$ cat src/rtl/prefetch_pkg.sv
// ---------------------------------------------------------------------------
// prefetch_pkg
// Shared definitions for the instruction prefetch request side.
//   pf_state_t : request FSM states
//   WORD_INCR  : byte stride between consecutive instruction words
// ---------------------------------------------------------------------------
package prefetch_pkg;

  typedef enum logic [1:0] {
    PF_IDLE    = 2'd0,
    PF_FETCH   = 2'd1,
    PF_BR_WAIT = 2'd2
  } pf_state_t;

  localparam int unsigned WORD_INCR = 4;

endpackage : prefetch_pkg

$ cat src/rtl/prefetch_ctrl.sv
// ---------------------------------------------------------------------------
// prefetch_ctrl
// Request side of the instruction prefetch path. Issues word-aligned fetch
// requests over a req/gnt/rvalid bus, counts granted-but-unreturned
// transactions, and pushes returned words into the prefetch FIFO. A branch
// flushes the FIFO, marks every in-flight response for discard and restarts
// fetching at the branch target.
//
// Ports:
//   clk, reset          clock (rising edge), asynchronous active-high reset
//   fetch_enable        permits new requests
//   branch_valid/addr   one-cycle redirect strobe and target (bits [1:0] ignored)
//   instr_req/addr      memory request and its word-aligned address
//   instr_gnt           request accepted this cycle
//   instr_rvalid/rdata  in-order response
//   fifo_wvalid/wdata   push into the prefetch FIFO (zero latency)
//   fifo_clear          flush the prefetch FIFO (same cycle as branch_valid)
//   fifo_almost_full    FIFO backpressure, blocks new requests only
//   busy                request active or responses still outstanding
// ---------------------------------------------------------------------------
module prefetch_ctrl
  import prefetch_pkg::*;
#(
  parameter int                    ADDR_WIDTH      = 32,
  parameter int                    DATA_WIDTH      = 32,
  parameter int                    MAX_OUTSTANDING = 2,
  parameter logic [ADDR_WIDTH-1:0] BOOT_ADDR       = 32'h0000_0080
) (
  input  logic                  clk,
  input  logic                  reset,
  input  logic                  fetch_enable,
  input  logic                  branch_valid,
  input  logic [ADDR_WIDTH-1:0] branch_addr,
  output logic                  instr_req,
  output logic [ADDR_WIDTH-1:0] instr_addr,
  input  logic                  instr_gnt,
  input  logic                  instr_rvalid,
  input  logic [DATA_WIDTH-1:0] instr_rdata,
  output logic                  fifo_wvalid,
  output logic [DATA_WIDTH-1:0] fifo_wdata,
  output logic                  fifo_clear,
  input  logic                  fifo_almost_full,
  output logic                  busy
);

  localparam int              CW      = $clog2(MAX_OUTSTANDING + 1);
  localparam logic [CW-1:0]   MAX_CNT = CW'(MAX_OUTSTANDING);
  localparam logic [CW-1:0]   CNT_ONE = CW'(1);
  localparam logic [ADDR_WIDTH-1:0] ADDR_INCR = ADDR_WIDTH'(WORD_INCR);

  // Registered state
  pf_state_t             state, state_next;
  logic [ADDR_WIDTH-1:0] fetch_addr, fetch_addr_next;
  logic [ADDR_WIDTH-1:0] pend_target, pend_target_next;
  logic [CW-1:0]         outstanding_cnt, outstanding_next;
  logic [CW-1:0]         discard_cnt, discard_next;
  // High when the previous cycle ended with an ungranted request; the
  // request is then committed and must be re-presented unchanged.
  logic                  hold, hold_next;

  // Combinational helpers
  logic [ADDR_WIDTH-1:0] target;
  logic                  can_issue;
  logic                  req;
  logic                  xfer;
  logic                  stall;
  logic                  unused_addr_bits;

  assign unused_addr_bits = ^branch_addr[1:0];

  // -------------------------------------------------------------------------
  // State register
  // -------------------------------------------------------------------------
  always_ff @(posedge clk or posedge reset) begin
    if (reset) begin
      state           <= PF_IDLE;
      fetch_addr      <= BOOT_ADDR;
      pend_target     <= BOOT_ADDR;
      outstanding_cnt <= '0;
      discard_cnt     <= '0;
      hold            <= 1'b0;
    end else begin
      state           <= state_next;
      fetch_addr      <= fetch_addr_next;
      pend_target     <= pend_target_next;
      outstanding_cnt <= outstanding_next;
      discard_cnt     <= discard_next;
      hold            <= hold_next;
    end
  end

  // -------------------------------------------------------------------------
  // Request generation, next state and counter updates
  // -------------------------------------------------------------------------
  always_comb begin
    target           = {branch_addr[ADDR_WIDTH-1:2], 2'b00};
    can_issue        = fetch_enable & ~fifo_almost_full & (outstanding_cnt < MAX_CNT);

    req = 1'b0;
    case (state)
      PF_FETCH:   req = hold | can_issue;
      PF_BR_WAIT: req = 1'b1;
      default:    req = 1'b0;
    endcase

    xfer  = req & instr_gnt;
    stall = req & ~instr_gnt;

    state_next       = state;
    fetch_addr_next  = fetch_addr;
    pend_target_next = pend_target;
    hold_next        = stall;

    // Every granted transfer is counted, including those whose data will be
    // thrown away; the count therefore always matches what memory owes us.
    outstanding_next = outstanding_cnt + (xfer ? CNT_ONE : '0)
                                       - (instr_rvalid ? CNT_ONE : '0);

    discard_next = discard_cnt;
    if (instr_rvalid && (discard_cnt != '0)) begin
      discard_next = discard_cnt - CNT_ONE;
    end

    case (state)
      PF_IDLE: begin
        if (fetch_enable) state_next = PF_FETCH;
      end
      PF_FETCH: begin
        if (branch_valid && stall) begin
          state_next = PF_BR_WAIT;
        end else if (!fetch_enable && !stall) begin
          state_next = PF_IDLE;
        end
      end
      PF_BR_WAIT: begin
        if (instr_gnt) state_next = PF_FETCH;
      end
      default: state_next = PF_IDLE;
    endcase

    if (xfer) begin
      if (state == PF_BR_WAIT) begin
        // The committed pre-branch request finally went out: its response
        // belongs to the old stream, and fetching resumes at the target.
        fetch_addr_next = pend_target;
        discard_next    = discard_next + CNT_ONE;
      end else begin
        fetch_addr_next = fetch_addr + ADDR_INCR;
      end
    end

    // A branch overrides the normal address/discard updates above. A
    // transfer granted in the branch cycle is already part of
    // outstanding_next, so it is discarded as well; a same-cycle rvalid is
    // excluded because fifo_wvalid is suppressed for it directly.
    if (branch_valid) begin
      discard_next = outstanding_next;
      if (stall) begin
        pend_target_next = target;
      end else begin
        fetch_addr_next  = target;
      end
    end
  end

  // -------------------------------------------------------------------------
  // Outputs
  // -------------------------------------------------------------------------
  assign instr_req   = req;
  assign instr_addr  = fetch_addr;
  assign fifo_wvalid = instr_rvalid & (discard_cnt == '0) & ~branch_valid;
  assign fifo_wdata  = instr_rdata;
  assign fifo_clear  = branch_valid;
  assign busy        = req | (outstanding_cnt != '0);

endmodule : prefetch_ctrl

$ cat config.mk
export PLATFORM = sky130hd
export DESIGN_NAME = prefetch_ctrl
export DESIGN_NICKNAME = d
export VERILOG_FILES = /design/src/rtl/prefetch_pkg.sv /design/src/rtl/prefetch_ctrl.sv
export SDC_FILE = /design/constraint.sdc
export NUM_CORES = 1
export LEC_CHECK = 0
export ABC_AREA = 0
export ABC_CLOCK_PERIOD_IN_PS = 2500
export BUFFER_PORTS_ARGS = -buffer_cell sky130_fd_sc_hd__buf_2
export CORE_MARGIN = 2
export CORE_UTILIZATION = 47
export CTS_BUF_LIST = sky130_fd_sc_hd__clkbuf_8 sky130_fd_sc_hd__clkbuf_16
export DETAILED_ROUTE_END_ITERATION = 6
export HOLD_SLACK_MARGIN = 0.15
export PLACE_DENSITY = 0.88
export RECOVER_POWER = 25
export SLEW_MARGIN = 20
export SYNTH_ARGS = -nofsm -noshare
export SYNTH_HDL_FRONTEND = slang
export SYNTH_SLANG_ARGS = --single-unit
$ cat constraint.sdc
create_clock -name clk -period 2.5 [get_ports clk]
set_input_delay 0.25 -clock clk [delete_from_list [all_inputs] [get_ports clk]]
set_output_delay 0.25 -clock clk [all_outputs]
set_load 0.02 [all_outputs]
==> impl_metrics.env <==
export IMPL_outcome="finished, violations left"
export IMPL_violations="max-capacitance violations, max-slew violations"
export IMPL_path_cells="inv_1 -> ha_1 -> a21oi_2 -> a21boi_1 -> buf_4 -> or3_1 -> buf_2"
export IMPL_worst_ep_required_time_ps=2250
export IMPL_ir_worst_vdd_mv=0.4608
export IMPL_h_tree_depth=3
export IMPL_postSynth_asyncResetShare=1.000
export IMPL_dp_hpwl_um=8634
export IMPL_grt_max_degree=70
export IMPL_netlist_cell_type_count=74
export IMPL_relSlewSlack=-0.1619
export IMPL_first_pass_iters=5
export IMPL_synthAdderAreaFrac=0.02316
export IMPL_p_leak_nw=2.295
export IMPL_drive_gt1_frac=0.2948
export IMPL_die_w_um=99.89
export IMPL_drt_wl_total_um=12770
export IMPL_p_total_mw=4.075
export IMPL_cp_top_family="buffers and inverters"
export IMPL_critPathBufInv=3
export IMPL_io_buffers=72
export IMPL_synth_cells=453
export IMPL_io_pins=139
export IMPL_synthSimpleGateAreaFrac=0.1833
export IMPL_seq_area_frac_synth=0.4001
export IMPL_synth_largest_area_cell="dfrtp_1"
export IMPL_grt_ovfl_total=0
export IMPL_fin_nets=610
export IMPL_whs_ps=154.7
export IMPL_clock_latency_ps=360
export IMPL_avgSynthCellArea_sq_um=9.540
export IMPL_dp_cells=601
export IMPL_syn2layout_area_growth_pct=19.43
export IMPL_setup_worst_path_start_class="flop"
export IMPL_grt_pass1_vias=4121
export IMPL_ys_ff_latch=69
export IMPL_hold_class="input pin to flop"
export IMPL_worstPathArrival_ps=2140
export IMPL_cp_end_kind="output pin"
export IMPL_powerDensity_nw_per_um2=789.5
export IMPL_synth_top_family_by_area="compound AO/OA/AOI/OAI gates"
export IMPL_gr_usage_met1=0.3274
export IMPL_clkTransAtPathRegs_ps=80
export IMPL_cts_sinks=69
export IMPL_synthMuxAreaShare=0.08541
export IMPL_start_util=0.4908
export IMPL_slowest_stage="dfrtp_1"
export IMPL_finalWeightedCongestion=0.9003
export IMPL_synth_xor_area_share=0.01824
export IMPL_hold_viol=0
export IMPL_syn_cell_area_sq_um=4322
export IMPL_viasPerCell=6.422
export IMPL_yosysTopAreaCellShare=0.3880
export IMPL_drtIter0Drc=352
export IMPL_criticalPathCategory="flop to output pin"
export IMPL_die_y_um=99.89
export IMPL_synthesis_nets=532
export IMPL_cts_tree="done"
export IMPL_period_minus_slack_ps=2387
export IMPL_final_cell_area_sq_um=5161
export IMPL_fmax_mhz=418.9
export IMPL_final_cells=644
export IMPL_finalSetupViolations=0
export IMPL_row_count=34
export IMPL_cts_buffer_depth=2
export IMPL_cp_max_fo=6
export IMPL_cts_buffers=9
export IMPL_final_max_slew_viol_count=70
export IMPL_synth_area_leaders="dfrtp_1, buf_4, mux2_2, nand2_1, nor2_1"
export IMPL_grt_pass1_wl_um=20380
export IMPL_postRouteAntennaNets=0
export IMPL_synth_compound_area_frac=0.1963
export IMPL_fin_setup_tns_ps=0
export IMPL_fp_dieArea_sq_um=9978
export IMPL_synth_ff_type="dfrtp_1"
export IMPL_grtUsageMet3=0.05014
export IMPL_busiest_layer="met2"
export IMPL_n_antenna_cell=0
export IMPL_root_buffer="clkbuf_8"
export IMPL_worst_pin_slew_ps=1743
export IMPL_wl_per_cell_um=19.83
export IMPL_core_area_sq_um=8806
export IMPL_rsz0062_at_grt="no"
export IMPL_drc=0
export IMPL_period_share=0.9549
export IMPL_yosysWarnings=0
export IMPL_vias=4136
export IMPL_dpl_cell_area_sq_um=4662
export IMPL_synth_edf_count=0
export IMPL_crit_path_max_incr_delay_ps=410
export IMPL_fin_skew_ps=13.53
export IMPL_grt_total_usage=0.2587
export IMPL_drv_cap=1
export IMPL_met2_usage=0.4174
export IMPL_antenna_found_initial=0
-- layout make-up --
type                       count  area [sq um]
clock buffer                  11         151.4
clock inverter                 5         81.33
fill                         720          3645
inverter                      15         56.30
multi-input combinational    315          2202
sequential                    69          1729
tap                          108         135.1
timing repair buffer         121         805.8
-- kinds of logic after synthesis --
family | count (synthesis)
fa+ha+maj | 8
xor+xnor | 9
simple gates | 146
buf+inv | 69
compound gates | 119
flops | 69
mux | 33
-- placed cells by master (no fill, tap or decap), types with 6 or more instances in the layout --
master	count
mux2_2	22
ha_1	6
inv_1	13
mux2_1	9
dfrtp_1	67
and3_1	8
nor4_1	8
nor2_1	31
o21ai_0	22
buf_2	72
buf_4	20
nand3_1	15
clkbuf_8	11
a32o_1	6
xnor2_1	7
a21oi_1	17
nor3_1	6
dlygate4sd3_1	27
nand2_1	34
nand4_1	11
a31oi_1	7
-- Yosys cell counts (7+ instances only) --
master    instances
a21oi_1          18
a31oi_1           7
and3_1            8
buf_2             8
buf_4            34
clkbuf_1         11
dfrtp_1          67
ha_1              8
inv_1            13
mux2_1            9
mux2_2           22
nand2_1          35
nand3_1          15
nand4_1          11
nor2_1           32
nor4_1            8
o21ai_0          22
xnor2_1           7
-- where the power goes --
group	leakage, nW	internal (mW)	switching [mW]
registers	0.863	1.47	0.292
logic	1.32	0.584	0.657
clock network	0.116	0.618	0.456
-- flip-flops by register name (all words and copies together) (netlist names) --
| register | cells |
|---|---|
| instr_addr | 32 |
| state | 2 |
| pend_target | 30 |
| discard_cnt | 2 |
| hold | 1 |
| outstanding_cnt | 2 |
-- timing repair --
item | in CTS | in global routing
buffers inserted | 0 | 0
hold buffers | 27 | 0
endpoints found under the hold margin | 106 | 0
resized for setup | 1 | 4
endpoints found under the setup margin | 1 | 2
-- metrics by stage --
stage            util  worst slack (ps)
3_5_place_dp   0.5294             169.9
3_3_place_gp   0.5294             251.4
5_1_grt        0.5861             33.27
6_report       0.5861             112.8
2_1_floorplan       -             115.4
4_1_cts        0.5870             24.11
-- routing by layer --
| layer | vias to the layer above | wire length [um] |
|---|---|---|
| met3 | 53 | 1233 |
| met4 | 0 | 399 |
| met5 | - | 0 |
| met2 | 258 | 6166 |
| met1 | 2008 | 4968 |
| li1 | 1817 | - |
-- worst paths after layout --
check | cells after the start | from | end | slack (ps)
max | 7 | state[0] | busy | 110
min | 2 | branch_addr[7] | instr_addr[7] | 150
max reg2reg | 7 | state[0] | pend_target[28] | 130
min reg2reg | 1 | pend_target[11] | pend_target[11] | 490
max in group asynchronous | 4 | reset | pend_target[27] | 420
min in group asynchronous | 4 | reset | pend_target[15] | 1060
No activity file was read; power rests on OpenSTA's default activity.
